### src/rtl/dc_motor_ctrl.sv
// H-bridge DC motor channel: ramps duty toward a commanded speed/direction once per PWM period,
// ramps to zero and waits a dead time before reversing. Optional braking via DC_MOTOR_CTRL_BRAKE_EN.
module dc_motor_ctrl #(
    parameter int CLK_FREQ        = 100000000,
    parameter int PWM_FREQ        = 20000,
    parameter int SPEED_WL        = $clog2(CLK_FREQ/PWM_FREQ+1),
    parameter int RAMP_STEP       = 16,
    parameter int DEADTIME_CYCLES = 1000
) (
    input  logic                clk,
    input  logic                resetn,
    input  logic                cmd_vld,
    input  logic [SPEED_WL-1:0] cmd_speed,
    input  logic                cmd_dir,
    input  logic                estop,
`ifdef DC_MOTOR_CTRL_BRAKE_EN
    input  logic                brake,
`endif
    output logic                fwd_pwm,
    output logic                bwd_pwm,
    output logic [SPEED_WL-1:0] cur_speed,
    output logic                cur_dir,
    output logic                busy,
    output logic [1:0]          state
);

    localparam int PERIOD = CLK_FREQ / PWM_FREQ;
    localparam int DT_W   = $clog2(DEADTIME_CYCLES + 1);

    localparam logic [SPEED_WL-1:0] PERIOD_V  = SPEED_WL'(PERIOD);
    localparam logic [SPEED_WL-1:0] PERIOD_M1 = SPEED_WL'(PERIOD - 1);
    localparam logic [SPEED_WL:0]   PERIOD_X  = {1'b0, PERIOD_V};
    localparam logic [SPEED_WL:0]   STEP_X    = (SPEED_WL+1)'(RAMP_STEP);
    localparam logic [DT_W-1:0]     DT_LOAD   = DT_W'(DEADTIME_CYCLES - 1);

    typedef enum logic [1:0] {
        IDLE     = 2'd0,
        RUN      = 2'd1,
        STOPPING = 2'd2,
        DEADTIME = 2'd3
    } state_t;

    state_t              state_q, state_d;
    logic [SPEED_WL-1:0] cnt_q, cnt_d;
    logic [SPEED_WL-1:0] tgt_speed_q, tgt_speed_d;
    logic                tgt_dir_q, tgt_dir_d;
    logic [SPEED_WL-1:0] cur_speed_q, cur_speed_d;
    logic                cur_dir_q, cur_dir_d;
    logic [DT_W-1:0]     dt_q, dt_d;
    logic                fwd_q, fwd_d;
    logic                bwd_q, bwd_d;

    logic                tick;
    logic                brake_in;
    logic [SPEED_WL-1:0] eff_speed;
    logic                eff_dir;
    logic [SPEED_WL:0]   goal_x;
    logic [SPEED_WL:0]   cur_x;
    logic [SPEED_WL:0]   ramp_x;
    logic [SPEED_WL-1:0] ramp_speed;
    logic                pwm_raw;
    logic                legs_on;

`ifdef DC_MOTOR_CTRL_BRAKE_EN
    assign brake_in = brake;
`else
    assign brake_in = 1'b0;
`endif

    assign tick = (cnt_q == PERIOD_M1);

    // Brake looks like a zero-speed command in the present direction, without disturbing the latched target.
    assign eff_speed = brake_in ? '0 : tgt_speed_q;
    assign eff_dir   = brake_in ? cur_dir_q : tgt_dir_q;

    // Bounded step toward the goal, computed one bit wider so the add cannot wrap.
    always_comb begin
        goal_x = '0;
        if (state_q == RUN) begin
            goal_x = {1'b0, eff_speed};
        end
        cur_x  = {1'b0, cur_speed_q};
        ramp_x = goal_x;
        if (goal_x > cur_x) begin
            if ((goal_x - cur_x) > STEP_X) begin
                ramp_x = cur_x + STEP_X;
            end
        end else if ((cur_x - goal_x) > STEP_X) begin
            ramp_x = cur_x - STEP_X;
        end
        if (ramp_x > PERIOD_X) begin
            ramp_x = PERIOD_X;
        end
        ramp_speed = ramp_x[SPEED_WL-1:0];
    end

    always_comb begin
        state_d     = state_q;
        cur_speed_d = cur_speed_q;
        cur_dir_d   = cur_dir_q;
        dt_d        = dt_q;
        tgt_speed_d = tgt_speed_q;
        tgt_dir_d   = tgt_dir_q;

        if (tick) begin
            cnt_d = '0;
        end else begin
            cnt_d = cnt_q + 1'b1;
        end

        if (cmd_vld) begin
            tgt_speed_d = (cmd_speed > PERIOD_V) ? PERIOD_V : cmd_speed;
            tgt_dir_d   = cmd_dir;
        end

        case (state_q)
            IDLE: begin
                cur_speed_d = '0;
                if (eff_speed != '0) begin
                    cur_dir_d = eff_dir;
                    state_d   = RUN;
                end
            end
            RUN: begin
                if (tick) begin
                    cur_speed_d = ramp_speed;
                end
                if (eff_dir != cur_dir_q) begin
                    state_d = STOPPING;
                end else if ((eff_speed == '0) && (cur_speed_q == '0)) begin
                    state_d = IDLE;
                end
            end
            STOPPING: begin
                if (tick) begin
                    cur_speed_d = ramp_speed;
                end
                if (eff_dir == cur_dir_q) begin
                    state_d = RUN;
                end else if (cur_speed_q == '0) begin
                    state_d = DEADTIME;
                    dt_d    = DT_LOAD;
                end
            end
            DEADTIME: begin
                if (dt_q == '0) begin
                    cur_dir_d = eff_dir;
                    state_d   = (eff_speed != '0) ? RUN : IDLE;
                end else begin
                    dt_d = dt_q - 1'b1;
                end
            end
            default: begin
                state_d = IDLE;
            end
        endcase

        // Emergency stop overrides everything and keeps the dead-time counter pinned at reload.
        if (estop) begin
            state_d     = DEADTIME;
            cur_speed_d = '0;
            dt_d        = DT_LOAD;
        end
    end

    always_comb begin
        pwm_raw = (cnt_q < cur_speed_q);
        legs_on = ((state_q == RUN) || (state_q == STOPPING)) && !estop;
        fwd_d   = pwm_raw && !cur_dir_q && legs_on;
        bwd_d   = pwm_raw &&  cur_dir_q && legs_on;
        if (brake_in && (state_q == IDLE) && !estop) begin
            fwd_d = 1'b1;
            bwd_d = 1'b1;
        end
    end

    always_ff @(posedge clk or negedge resetn) begin
        if (!resetn) begin
            state_q     <= IDLE;
            cnt_q       <= '0;
            tgt_speed_q <= '0;
            tgt_dir_q   <= 1'b0;
            cur_speed_q <= '0;
            cur_dir_q   <= 1'b0;
            dt_q        <= '0;
            fwd_q       <= 1'b0;
            bwd_q       <= 1'b0;
        end else begin
            state_q     <= state_d;
            cnt_q       <= cnt_d;
            tgt_speed_q <= tgt_speed_d;
            tgt_dir_q   <= tgt_dir_d;
            cur_speed_q <= cur_speed_d;
            cur_dir_q   <= cur_dir_d;
            dt_q        <= dt_d;
            fwd_q       <= fwd_d;
            bwd_q       <= bwd_d;
        end
    end

    assign fwd_pwm   = fwd_q;
    assign bwd_pwm   = bwd_q;
    assign cur_speed = cur_speed_q;
    assign cur_dir   = cur_dir_q;
    assign state     = state_q;
    assign busy      = (state_q == DEADTIME) || (cur_speed_q != eff_speed) || (cur_dir_q != eff_dir);

endmodule

### config.mk
export PLATFORM = sky130hd
export DESIGN_NAME = dc_motor_ctrl
export DESIGN_NICKNAME = d
export VERILOG_FILES = /design/src/rtl/dc_motor_ctrl.sv
export SDC_FILE = /design/constraint.sdc
export NUM_CORES = 1
export LEC_CHECK = 0
export ABC_CLOCK_PERIOD_IN_PS = 6250
export BUFFER_PORTS_ARGS = -buffer_cell sky130_fd_sc_hd__buf_2
export CAP_MARGIN = 20
export CORE_UTILIZATION = 42
export CTS_BUF_LIST = sky130_fd_sc_hd__clkbuf_4 sky130_fd_sc_hd__clkbuf_8
export CTS_CLUSTER_SIZE = 28
export DETAILED_ROUTE_END_ITERATION = 10
export GPL_TIMING_DRIVEN = 0
export PLACE_DENSITY = 0.57
export SETUP_SLACK_MARGIN = 0.05
export SLEW_MARGIN = 20
export SYNTH_ARGS = -nofsm -noshare
export SYNTH_HDL_FRONTEND = slang
export SYNTH_SLANG_ARGS = --single-unit
### constraint.sdc
create_clock -name clk -period 6.25 [get_ports clk]
set_input_delay 0.625 -clock clk [delete_from_list [all_inputs] [get_ports clk]]
set_output_delay 0.625 -clock clk [all_outputs]
set_load 0.005 [all_outputs]
## Word-level counts from Yosys, hierarchy flattened

Cells that the tools add are included.

- Bits in registers: 55
- Input bits: 18
- Output and inout port bits: 19
- Logic and storage cells: 90

- Add/subtract/negate cells: 6
- $lt $le $gt $ge: 6
- Eq/ne operators: 18
- Muxes and demuxes: 27
- Reductions and logical operators: 24

Operators with widths:

| kind | count |
|---|---|
| $mux W13 | 6 |
| $mux W14 | 3 |
| $mux W10 | 4 |
| $gt A14 B5 Y1 const B | 2 |
| $sub A13 B13 Y14 | 2 |
| $logic_not A13 Y1 | 2 |
| $pmux W13 S2 | 1 |
| $pmux W10 S2 | 1 |
| $ne A3 B3 Y1 const B | 5 |
| $add A13 B5 Y14 const B | 1 |
| $gt A14 B13 Y1 const B | 1 |
| $mux W2 | 7 |
| $sub A13 B5 Y14 const B | 1 |
| $add A13 B1 Y13 const B | 1 |
| $eq A13 B13 Y1 const B | 1 |
| $gt A13 B13 Y1 | 1 |
| $gt A13 B13 Y1 const B | 1 |
| $lt A13 B13 Y1 | 1 |
| $ne A13 B13 Y1 | 1 |
| $reduce_bool A13 Y1 | 1 |
| $logic_not A10 Y1 | 1 |
| $sub A10 B1 Y10 const B | 1 |
| $pmux W2 S4 | 1 |
| $reduce_and A4 Y1 | 2 |
| other kinds (19) | 33 |

## Depth between registers and ports, before layout

Gate-level depths: netlist (run 1).

- Depth in word-level cells: 11
- Depth in mapped cells: 20
- Depth with buffers taken out: 18

## Least setup slack after synthesis (run 1)

Ideal clock, no wire load.

- Path type: register to register
- From: register state_q[1], in the netlist state[1]
- To: register cur_speed_q[6], in the netlist cur_speed[6]
- Library setup time: 0.122 ns
- Arrival: 4.427 ns
- Required time: 6.128 ns
- Slack: 1.701 ns
- Stages on the path, launching flop included: 21
- Path buffers: 2
- Period minus slack after synthesis: 4.549 ns
- Cells stage by stage: dfrtp_1 -> inv_1 -> ha_1 -> buf_2 -> buf_1 -> nand2_1 -> ha_1 -> inv_1 -> fa_1 -> a21o_1 -> a21o_1 -> a221oi_2 -> o221ai_2 -> nor4b_4 -> nor4b_4 -> nor2_2 -> a22o_1 -> a2111oi_2 -> a31oi_1 -> or2_1 -> a32o_1

- Longest elaborated chain between the ends: 11
- Elaborated cells on any way between the ends: 21
- Those cells by class: add/sub (2); order compare (4); eq/ne (3); mux (8); reduce/logical (4)

Ends and longest elaborated chain:

| item | RTL line | RTL |
|---|---|---|
| start, declared | 43 | `state_t state_q, state_d;` |
| start signal, assigned | 189 | `state_q <= state_d;` |
| $eq A2 B1 Y1 | 79, 116 |  |
| $mux W13 | 79 | `if (state_q == RUN) begin` |
| $sub A13 B13 Y14 (on tied branches) | 88, 85 |  |
| $gt A14 B5 Y1 (on tied branches) | 88, 85 |  |
| $mux W14 (on tied branches) | 88, 85 |  |
| $mux W14 | 84 | `if (goal_x > cur_x) begin` |
| $gt A14 B13 Y1 | 91 | `if (ramp_x > PERIOD_X) begin` |
| $mux W13 | 91 |  |
| $mux W13 | 125, 135 |  |
| $pmux W13 S2 | 116 | `case (state_q)` |
| $mux W13 | 159 | `if (estop) begin` |
| end signal, assigned | 193 | `cur_speed_q <= cur_speed_d;` |
| end, declared | 47 | `logic [SPEED_WL-1:0] cur_speed_q, cur_speed_d;` |

Several ways; a longest one is shown, not always the timed one. The select of a mux whose other input is x is not followed.
A chain may end at the register's enable or synchronous reset.

## Worst setup path in the final report (run 1)

Same ends and word-level chain as after synthesis.

==> results of run 1 <==
==> cells by family (layout without fill, tap and decap cells) <==
kind of cell | Yosys count | count (layout) | synth area share [%]
muxes | 6 | 6 | 1.18
adders and majority gates | 45 | 45 | 10.8
and+or+nand+nor | 239 | 239 | 23.9
xor gates and xnor gates | 44 | 44 | 7.30
buffers and inverters | 76 | 120 | 5.76
AOI/OAI and AO/OA | 184 | 184 | 25.0
DFF | 55 | 55 | 26.1
==> worst max-delay path, delay by kind of cell (launching register included) <==
family                   cells  cell delay, ps
AO/OA/AOI/OAI                8            2150
adder cells (fa/ha/maj)      2             510
buffers and inverters        5            1140
flip-flops                   1             460
AND/OR/NAND/NOR              5            1370
==> worst paths after layout <==
path | slack [ps] | depth (start not counted) | from | to
max reg2reg | 500 | 20 | state[1] | cur_speed[6]
max | 500 | 20 | state[1] | cur_speed[6]
max in group asynchronous | 5410 | 1 | resetn | cnt_q[6]
min reg2reg | 490 | 1 | cnt_q[0] | cnt_q[0]
min | 340 | 1 | resetn | cur_speed[11]
min in group clk | 490 | 1 | cnt_q[0] | cnt_q[0]
==> per-layer routing <==
layer	wire length, um	up-vias
met5	0	-
met4	261	0
met3	882	21
met2	7100	147
met1	6950	2368
li1	-	2442
==> flip-flops by register name (all words and copies together) (netlist names), 2 cells and up <==
register and flops:
dt_q 10, eff_speed 13, state 2, cur_speed 13, cnt_q 13
==> Yosys cell counts, drive strengths merged, types with 4 or more instances <==
library cell and instances:
nand4 13, o21a 6, nand3 20, dfrtp 55, nand2b 8, inv 46
a211o 6, nor2 53, and2 5, mux2i 4, buf 11, nor2b 4
nand2 64, a21o 15, and3b 6, a21oi 32, a211oi 8, xor2 19
or2 6, o21ai 46, o22ai 5, nor4 12, a31oi 7, and3 6
clkbuf 19, or3 8, xnor2 25, ha 44, o211ai 8, nor3 18
o211a 4
==> power by group <==
| part | internal (mW) | switching, mW |
|---|---|---|
| Clock | 0.0910 | 0.124 |
| Sequential | 0.379 | 0.0318 |
| Combinational | 0.811 | 1.25 |
| Total | 1.28 | 1.41 |
==> final cells by class <==
class                      instances  area, sq um  area share, %
tap                              168          210           3.64
clock buffer                       6         82.6           1.43
clock inverter                     2         13.8          0.238
inverter                          46          173           2.99
timing repair buffer              36          183           3.16
sequential                        55         1380           23.8
multi-input combinational        518         3600           62.4
buffer                            30          131           2.28
==> metrics.log, run 1 <==
[metrics] type of the setup path with the least slack: flop to flop
[metrics] final-report max-slew violation count: 0
[metrics] total power consumption of the routed design: 2.69 mW
[metrics] global-route wire length before repair: 24,300 um
[metrics] unrepaired setup endpoints after global routing: false
[metrics] critical path data arrival time: 5970 ps
[metrics] top flip-flop cell by instance count after synthesis: dfrtp_1
[metrics] run status: finished clean
[metrics] number of design rule violations left after detail routing: 0
[metrics] final hold violations: 0
[metrics] path type of the worst min-delay path: input pin to asynchronous set/reset pin
[metrics] Post-CTS Setup Bufs: 0
[metrics] clock slew at reported path FFs: 110 ps
[metrics] final clock skew: 10.1 ps
[metrics] synthesized netlist net count: 712
[metrics] Finished Layout Cells: 861
[metrics] final-layout setup total negative slack: 0 ps
[metrics] final setup violation count: 0
[metrics] critical path fanouts, max: 10
[metrics] vias in the first global route: 4,774
[metrics] count of pins on the block boundary: 37
[metrics] Floorplan Core Area: 0.0121 sq mm
[metrics] maximum number of pins on one net before global-route repair: 56
[metrics] vias per inst: 5.78
[metrics] crit path time final: 5750 ps
[metrics] number of iterations in the first detailed-routing pass: 5
[metrics] global routing met2 resource utilization: 39.3%
[metrics] area of the mapped netlist: 0.00528 sq mm
[metrics] cell row count: 40
[metrics] fin crit share: 92.0%
[metrics] CTS Buf Count: 5
[metrics] Mapped Avg Cell Area: 8.14 sq um
[metrics] die span in x: 114 um
[metrics] grt met1 use: 32.8%
[metrics] post-synthesis cell type count: 83
[metrics] peak per-stage delay on the critical path: 490 ps
[metrics] Crit. End Element: flop
[metrics] routing usage on met3: 3.02%
[metrics] number of violations reported at the end of detailed-routing iteration 0: 362
[metrics] total congestion overflow: 0
[metrics] GRT Resource Usage Total: 23.8%
[metrics] count of warnings emitted by yosys: 0
[metrics] grt peak-use layer: met2
[metrics] final antenna-violating net count: 0
[metrics] area grow syn2layout: 9.26%
[metrics] number of fill cells in the layout: 1,225
[metrics] largest cells by area after synthesis: dfrtp_1, ha_1, nand2_1
[metrics] leading cell type in the layout, fill and taps excluded: nand2_1
[metrics] average detailed-routed wire length per instance: 17.6 um
[metrics] leakage: 2.64 nW
[metrics] dpl hpwl: 12,200 um
[metrics] number of cells in the design after placement: 853
[metrics] highest-count cells in the layout ignoring fill and taps: nand2_1, dfrtp_1, nor2_1, inv_1
[metrics] slew of the pin with the lowest slew margin: 735 ps
[metrics] Max-Cap Viols: 0
[metrics] Post-synth EDFFs: 0
[metrics] required time reported for the critical path endpoint: 6470 ps
[metrics] proportion of netlist area held by the largest area contributor: 26.1%
[metrics] Sink Count: 55
[metrics] Final Hold Slack: 344 ps
[metrics] utilization after layout: 47.7%
[metrics] sequential fraction of the synthesis area: 26.1%
[metrics] count of hold buffers inserted by post-cts repair: 0
[metrics] vertical die dimension: 114 um
[metrics] number of I/O port buffers: 36
[metrics] Antenna Diode Count: 0
[metrics] headroom to the max-slew limit: 51.0%
[metrics] cell count after synthesis: 649
[metrics] post-synthesis cell type with the largest combined area: dfrtp_1
[metrics] Post-Route WL: 15,200 um
[metrics] power per cell area: 466 mW/mm^2
[metrics] cell at the slowest stage of the critical path: a2111oi_2
[metrics] routed via count: 4,978
[metrics] worst setup slack before clock tree synthesis: 616 ps
[metrics] RD Place Congestion: 0.877
[metrics] clock latency on the worst-skew pair: 320 ps
[metrics] Die Footprint: 0.0130 sq mm
[metrics] cell-by-cell trace of the critical path: inv_1 > ha_1 > buf_2 > buf_1 > nand2_1 > inv_1 > ha_1 > buf_2 > a21o_1 > a21o_1 > a221oi_2 > o221ai_2 > nor4b_4 > nor4b_4 > nor2_2 > a22o_1 > a2111oi_2 > a31oi_1 > or2_1 > a32o_1
[metrics] number of nets at the end of the flow: 755
[metrics] share of post-route cells with drive strength above 1: 12.0%
[metrics] depth of the CTS H-tree: 2
[metrics] max frequency: 174 MHz
[metrics] crit path setup slack, layout: 498 ps
[metrics] largest vdd supply drop: 202 uV
[metrics] fraction of registers with async set or reset after synthesis: 100%
[metrics] Setup crit start kind: flop
[metrics] clock tree root buffer cell: clkbuf_8
[metrics] Resized Gates After CTS: 0
[metrics] summed area of non-filler cells in the final layout: 0.00577 sq mm
[metrics] Seq cells post-synth: 55
[metrics] placed inst area: 0.00568 sq mm
[metrics] maximum count of clock buffers along a single path: 2
[metrics] starting density of the core: 43.6%
[metrics] clock tree from TritonCTS: yes
[metrics] initial antenna violation count: 0
No activity file was read; power rests on OpenSTA's default activity.
==> inputs of run 2 (changes only) <==
--- a/config.mk
+++ b/config.mk
@@ -5,6 +5,7 @@
 export SDC_FILE = /design/constraint.sdc
 export NUM_CORES = 1
 export LEC_CHECK = 0
+export ABC_AREA = 1
 export ABC_CLOCK_PERIOD_IN_PS = 6250
 export BUFFER_PORTS_ARGS = -buffer_cell sky130_fd_sc_hd__buf_2
 export CAP_MARGIN = 20
@@ -14,6 +15,7 @@
 export DETAILED_ROUTE_END_ITERATION = 10
 export GPL_TIMING_DRIVEN = 0
 export PLACE_DENSITY = 0.57
+export REMOVE_ABC_BUFFERS = 1
 export SETUP_SLACK_MARGIN = 0.05
 export SLEW_MARGIN = 20
 export SYNTH_ARGS = -nofsm -noshare
==> metrics.log, run 2 <==
[metrics] crit path setup slack, layout: 1360 ps (+864 ps)
[metrics] number of fill cells in the layout: 1,504 (+23%)
[metrics] clock tree from TritonCTS: yes
[metrics] most frequently used cell type in the post-synthesis netlist: nand2_1
[metrics] Resized Gates After CTS: 0 (unchanged)
[metrics] summed area of non-filler cells in the final layout: 0.00620 sq mm (+7.5%)
[metrics] Mapped Avg Cell Area: 6.23 sq um (-24%)
[metrics] maximum number of pins on one net before global-route repair: 56 (unchanged)
[metrics] clock tree root buffer cell: clkbuf_8
[metrics] die span in x: 119 um (+4.7%)
[metrics] fin crit share: 78.2% (-14 points)
[metrics] leakage: 3.53 nW (+34%)
[metrics] most repeated library cell on the critical path: nand2_1
[metrics] largest cells by area after synthesis: dfrtp_1, nand2_1, ha_1
[metrics] Seq cells post-synth: 55 (unchanged)
[metrics] peak per-stage delay on the critical path: 670 ps (+180 ps)
[metrics] top flip-flop cell by instance count after synthesis: dfrtp_1
[metrics] run status: finished clean
[metrics] type of the setup path with the least slack: flop to flop
[metrics] dpl hpwl: 14,000 um (+15%)
[metrics] clock latency on the worst-skew pair: 330 ps (about the same)
[metrics] post-synthesis cell type with the largest combined area: dfrtp_1
[metrics] unrepaired setup endpoints after global routing: false
[metrics] final setup violation count: 0 (unchanged)
[metrics] placed inst area: 0.00611 sq mm (+7.7%)
[metrics] number of violations reported at the end of detailed-routing iteration 0: 457 (+26%)
[metrics] crit path time final: 4890 ps (-864 ps)
[metrics] final-layout setup total negative slack: 0 ps (unchanged)
[metrics] Max-Cap Viols: 0 (unchanged)
[metrics] cell row count: 42 (+5.0%)
[metrics] proportion of netlist area held by the largest area contributor: 23.7% (-2.3 points)
[metrics] headroom to the max-slew limit: 45.6% (-5.4 points)
[metrics] routed via count: 5,875 (+18%)
[metrics] cell count after synthesis: 931 (+43%)
[metrics] initial antenna violation count: 0 (unchanged)
[metrics] max frequency: 205 MHz (+18%)
[metrics] count of pins on the block boundary: 37 (unchanged)
[metrics] Setup crit start kind: flop
[metrics] total power consumption of the routed design: 2.32 mW (-14%)
[metrics] slew of the pin with the lowest slew margin: 812 ps (+77.7 ps)
[metrics] worst setup slack before clock tree synthesis: 1480 ps (+864 ps)
[metrics] number of design rule violations left after detail routing: 0 (unchanged)
[metrics] Sink Count: 55 (unchanged)
[metrics] average detailed-routed wire length per instance: 15.2 um (-14%)
[metrics] Post-Route WL: 17,300 um (+14%)
[metrics] total congestion overflow: 0 (unchanged)
[metrics] vias per inst: 5.19 (-10%)
[metrics] Post-CTS Setup Bufs: 0 (unchanged)
[metrics] final clock skew: 8.97 ps (-1.10 ps)
[metrics] number of nets at the end of the flow: 1,018 (+35%)
[metrics] number of I/O port buffers: 36 (unchanged)
[metrics] Die Footprint: 0.0143 sq mm (+9.5%)
[metrics] clock slew at reported path FFs: 110 ps (about the same)
[metrics] final-report max-slew violation count: 0 (unchanged)
[metrics] maximum count of clock buffers along a single path: 2 (unchanged)
[metrics] Critical path buffers and inverters: 2 (-3)
[metrics] Register-to-Register Setup Slack: 1360 ps (+860 ps)
[metrics] GRT Resource Usage Total: 25.2% (+1.4 points)
[metrics] post-synthesis cell type count: 48 (-42%)
[metrics] Floorplan Core Area: 0.0133 sq mm (+10%)
[metrics] Post-synth EDFFs: 0 (unchanged)
[metrics] count of warnings emitted by yosys: 0 (unchanged)
[metrics] sequential fraction of the synthesis area: 23.7% (-2.3 points)
[metrics] Antenna Diode Count: 0 (unchanged)
[metrics] critical path data arrival time: 5120 ps (-850 ps)
[metrics] critical path fanouts, max: 20 (+10)
[metrics] starting density of the core: 43.4% (-0.20 points)
[metrics] vertical die dimension: 119 um (+4.7%)
[metrics] leading cell type in the layout, fill and taps excluded: nand2_1
[metrics] area grow syn2layout: 7.06%
[metrics] Final Hold Slack: 320 ps (-24.2 ps)
[metrics] required time reported for the critical path endpoint: 6480 ps (about the same)
[metrics] cell at the slowest stage of the critical path: ha_1
[metrics] CP delay by family, top: simple AND/OR/NAND/NOR gates
[metrics] share of post-route cells with drive strength above 1: 9.62% (-2.4 points)
[metrics] utilization after layout: 46.5% (-1.2 points)
[metrics] largest vdd supply drop: 149 uV (-26%)
[metrics] Worst R2R Start: state[1]
[metrics] Finished Layout Cells: 1,132 (+31%)
[metrics] area of the mapped netlist: 0.00580 sq mm (+9.7%)
[metrics] Crit. End Element: flop
[metrics] global-route wire length before repair: 28,100 um (+16%)
[metrics] CTS Buf Count: 5 (unchanged)
[metrics] RD Place Congestion: 0.882 (+0.66%)
[metrics] number of cells on the worst reg-to-reg path: 26 (+30%)
[metrics] leading cell types by count after synthesis: nand2_1, inv_1, nand3_1
[metrics] count of hold buffers inserted by post-cts repair: 0 (unchanged)
[metrics] fraction of registers with async set or reset after synthesis: 100% (unchanged)
[metrics] power per cell area: 374 mW/mm^2 (-20%)
[metrics] final hold violations: 0 (unchanged)
[metrics] path type of the worst min-delay path: input pin to asynchronous set/reset pin
[metrics] vias in the first global route: 5,425 (+14%)
[metrics] capture point of the worst reg-to-reg path: cur_speed[9]
[metrics] number of cells in the design after placement: 1,124 (+32%)
[metrics] highest-count cells in the layout ignoring fill and taps: nand2_1, inv_1, nand3_1, nor2_1, dfrtp_1
[metrics] depth of the CTS H-tree: 2 (unchanged)
[metrics] final antenna-violating net count: 0 (unchanged)
[metrics] number of iterations in the first detailed-routing pass: 4 (-1)
run 2: layout make-up:
| cell class | count | area, sq um | area share (%) |
|---|---|---|---|
| Timing Repair Buffer | 36 | 183 | 2.94 |
| Clock buffer | 5 | 68.8 | 1.11 |
| Multi-Input combinational cell | 714 | 3800 | 61.2 |
| Clock inverter | 3 | 23.8 | 0.383 |
| Tap cell | 176 | 220 | 3.55 |
| Inverter | 143 | 537 | 8.65 |
| Sequential cell | 55 | 1380 | 22.2 |
run 2: cells by family after synthesis:
logic type,count (synthesis),synth area share [%]
XOR/XNOR,20,3.02
buffers and inverters,162,10.9
AND/OR/NAND/NOR,541,41.9
AO/OA/AOI/OAI,108,10.6
flip-flops,55,23.7
adder cells (fa/ha/maj),45,9.84
run 2: power by group:
part | total, mW | internal [mW] | switching, mW
registers | 0.409 | 0.381 | 0.0284
logic | 1.70 | 0.487 | 1.21
clock network | 0.211 | 0.0812 | 0.130
total | 2.32 | 0.949 | 1.37
run 2: how the worst max path moves through the flow:
stage	depth (start not counted)	startpoint	endpoint	slack, ps
2_1_floorplan	27	state[1]	cur_speed[12]	2560
3_3_place_gp	27	state[1]	cur_speed[0]	1450
3_5_place_dp	28	state[1]	cur_speed[9]	1480
4_1_cts	28	state[1]	cur_speed[9]	1420
5_1_grt	28	state[1]	cur_speed[3]	890
6_report	26	state[1]	cur_speed[9]	1360
run 2: metal layers:
| layer | wire, um | share of wire (%) | vias to the layer above | global-route usage [%] |
|---|---|---|---|---|
| li1 | - | - | 3040 | - |
| met5 | 0 | 0 | - | 0 |
| met2 | 7600 | 44 | 135 | 39.2 |
| met1 | 8600 | 50 | 2678 | 36.3 |
| met4 | 280 | 1.6 | 0 | 6.41 |
| met3 | 769 | 4.5 | 22 | 3.59 |
==> inputs of run 3 (changes only) <==
--- a/config.mk
+++ b/config.mk
@@ -5,8 +5,8 @@
 export SDC_FILE = /design/constraint.sdc
 export NUM_CORES = 1
 export LEC_CHECK = 0
-export ABC_AREA = 1
-export ABC_CLOCK_PERIOD_IN_PS = 6250
+export ABC_AREA = 0
+export ABC_CLOCK_PERIOD_IN_PS = 4100
 export BUFFER_PORTS_ARGS = -buffer_cell sky130_fd_sc_hd__buf_2
 export CAP_MARGIN = 20
 export CORE_UTILIZATION = 42
@@ -14,7 +14,7 @@
 export CTS_CLUSTER_SIZE = 28
 export DETAILED_ROUTE_END_ITERATION = 10
 export GPL_TIMING_DRIVEN = 0
-export PLACE_DENSITY = 0.57
+export PLACE_DENSITY = 0.59
 export REMOVE_ABC_BUFFERS = 1
 export SETUP_SLACK_MARGIN = 0.05
 export SLEW_MARGIN = 20
==> constraint.sdc (replaced) <==
create_clock -name clk -period 4.1 [get_ports clk]
set_input_delay 0.41 -clock clk [delete_from_list [all_inputs] [get_ports clk]]
set_output_delay 0.41 -clock clk [all_outputs]
set_load 0.005 [all_outputs]
==> metrics.log, run 3 (synthesis results as in run 1) <==
[metrics] number of fill cells in the layout: 1,175 (-22%)
[metrics] Max-Cap Viols: 0 (unchanged)
[metrics] vias per inst: 5.93 (+14%)
[metrics] Die Footprint: 0.0130 sq mm (-8.7%)
[metrics] number of violations reported at the end of detailed-routing iteration 0: 354 (-23%)
[metrics] largest vdd supply drop: 570 uV (+280%)
[metrics] cell row count: 40 (-4.8%)
[metrics] peak per-stage delay on the critical path: 470 ps (-200 ps)
[metrics] maximum count of clock buffers along a single path: 2 (unchanged)
[metrics] share of post-route cells with drive strength above 1: 23.1% (+13 points)
[metrics] highest-count cells in the layout ignoring fill and taps: nand2_1, dfrtp_1, nor2_1, inv_1, o21ai_0
[metrics] Post-Route WL: 15,300 um (-12%)
[metrics] area grow syn2layout: 18.3%
[metrics] clock tree root buffer cell: clkbuf_8
[metrics] dpl hpwl: 11,000 um (-22%)
[metrics] critical path fanouts, max: 11 (-45%)
[metrics] maximum number of pins on one net before global-route repair: 56 (unchanged)
[metrics] headroom to the max-slew limit: 47.2% (+1.5 points)
[metrics] number of nets at the end of the flow: 754 (-26%)
[metrics] leakage: 2.76 nW (-22%)
[metrics] unrepaired setup endpoints after global routing: true
[metrics] Crit. End Element: flop
[metrics] Floorplan Core Area: 0.0121 sq mm (-9.3%)
[metrics] clock latency on the worst-skew pair: 320 ps (about the same)
[metrics] routed via count: 5,100 (-13%)
[metrics] required time reported for the critical path endpoint: 4280 ps (-2200 ps)
[metrics] CTS Buf Count: 5 (unchanged)
[metrics] worst setup slack before clock tree synthesis: -1360 ps (-2840 ps)
[metrics] Setup crit start kind: flop
[metrics] starting density of the core: 43.6% (+0.20 points)
[metrics] total power consumption of the routed design: 5.42 mW (+130%)
[metrics] Sink Count: 55 (unchanged)
[metrics] number of I/O port buffers: 36 (unchanged)
[metrics] Antenna Diode Count: 0 (unchanged)
[metrics] average detailed-routed wire length per instance: 17.8 um (+16%)
[metrics] slew of the pin with the lowest slew margin: 791 ps (-21.0 ps)
[metrics] final hold violations: 0 (unchanged)
[metrics] crit path setup slack, layout: -378 ps (-1740 ps)
[metrics] leading cell type in the layout, fill and taps excluded: nand2_1
[metrics] Register-to-Register Setup Slack: -380 ps (-1740 ps)
[metrics] power per cell area: 868 mW/mm^2 (+130%)
[metrics] number of iterations in the first detailed-routing pass: 5 (+1)
[metrics] type of the setup path with the least slack: flop to flop
[metrics] CP delay by family, top: simple AND/OR/NAND/NOR gates
[metrics] global-route wire length before repair: 24,300 um (-14%)
[metrics] violated checks: negative setup slack
[metrics] critical path data arrival time: 4660 ps (-460 ps)
[metrics] total congestion overflow: 0 (unchanged)
[metrics] final-report max-slew violation count: 0 (unchanged)
[metrics] die span in x: 114 um (-4.5%)
[metrics] final antenna-violating net count: 0 (unchanged)
[metrics] initial antenna violation count: 0 (unchanged)
[metrics] crit path time final: 4480 ps (-411 ps)
[metrics] vertical die dimension: 114 um (-4.5%)
[metrics] final setup violation count: 10 (+10)
[metrics] depth of the CTS H-tree: 2 (unchanged)
[metrics] vias in the first global route: 4,799 (-12%)
[metrics] max frequency: 223 MHz (+9.2%)
[metrics] GRT Resource Usage Total: 23.5% (-1.7 points)
[metrics] most repeated library cell on the critical path: inv_1
[metrics] count of pins on the block boundary: 37 (unchanged)
[metrics] clock slew at reported path FFs: 100 ps (about the same)
[metrics] summed area of non-filler cells in the final layout: 0.00625 sq mm (+0.69%)
[metrics] start point of the critical path: state[0]
[metrics] number of cells on the worst reg-to-reg path: 18 (-31%)
[metrics] path type of the worst min-delay path: input pin to asynchronous set/reset pin
[metrics] placed inst area: 0.00555 sq mm (-9.2%)
[metrics] RD Place Congestion: 0.941 (+6.6%)
[metrics] number of design rule violations left after detail routing: 0 (unchanged)
[metrics] run status: finished with violations
[metrics] Worst R2R Start: state[0]
[metrics] final clock skew: 6.16 ps (-2.81 ps)
[metrics] cell at the slowest stage of the critical path: ha_2
[metrics] cell-by-cell trace of the critical path: ha_4 > buf_6 > nand2_1 > inv_1 > ha_2 > inv_1 > nor2_1 > nand3_1 > o21a_1 > a41o_1 > or2_2 > o22ai_4 > mux2i_1 > nand4_1 > buf_4 > a31oi_4 > or2_4 > o21ai_0
[metrics] Critical path buffers and inverters: 4 (+2)
[metrics] capture point of the worst reg-to-reg path: cur_speed[9]
[metrics] clock tree from TritonCTS: yes
[metrics] fin crit share: 109% (+31 points)
## run 3: cell types whose count changed in the layout (fill, tap and decap cells not counted), sizes merged, moves of 7 or more
| cell | before | now |
|---|---|---|
| a21o | 2 | 15 |
| buf | 36 | 64 |
| inv | 142 | 46 |
| nand2 | 306 | 64 |
| nand2b | 0 | 8 |
| nand3 | 95 | 20 |
| nand4 | 25 | 13 |
| nor2 | 87 | 53 |
| nor3 | 11 | 18 |
| or3 | 0 | 8 |
| xnor2 | 5 | 25 |
## run 3: layer usage
metal	part of all wire [%]	global-route usage (%)
met5	0	0
met2	46	38.1
met3	4.2	3.02
met1	47	32.5
met4	2.3	7.62
## run 3: timing repair
action,in CTS,in global routing
hold endpoints to repair,0,0
buffers inserted,22,6
pin swaps,22,23
endpoints found under the setup margin,13,13
resized for setup,49,41
hold buffers,0,0
cloned,1,0
## run 3: report_power, final
group	switching [mW]	internal [mW]
combinational	2.42	2.06
clock	0.189	0.127
sequential	0.0470	0.578
## run 3: how the worst max path moves through the flow
stage	endpoint	cells after the start
CTS	cur_speed[1]	18
global route	cur_speed[9]	19
finish	cur_speed[9]	18
floorplan	cur_speed[0]	17
detailed placement	cur_speed[4]	17
global placement	cur_speed[1]	17
## run 3: stage by stage
step	TNS, ps	hold WS, ps	cells	utilization (%)
2_1_floorplan	-3790	114	619	-
5_1_grt	-5480	168	860	51.6
4_1_cts	-3250	159	854	49.7
3_3_place_gp	-15160	469	823	45.8
3_5_place_dp	-16150	474	823	45.8
6_report	-3280	133	860	51.6
## run 3: cell type report
cell class,instances,area [sq um],area share [%]
clock buffers,6,76.3,1.22
clock inverters,2,12.5,0.200
inverters,46,173,2.76
multi-input cells,519,3980,63.7
flip-flops and latches,55,1380,22.1
well taps,168,210,3.36
repair buffers,64,415,6.65
## run 3: worst reg2reg max path: cells and delay by family, from the launching register on
family	cells	cell delay [ps]
fa+ha+maj	2	680
compound gates	5	1060
mux	1	260
buf+inv	4	620
flops	1	440
simple gates	6	1280
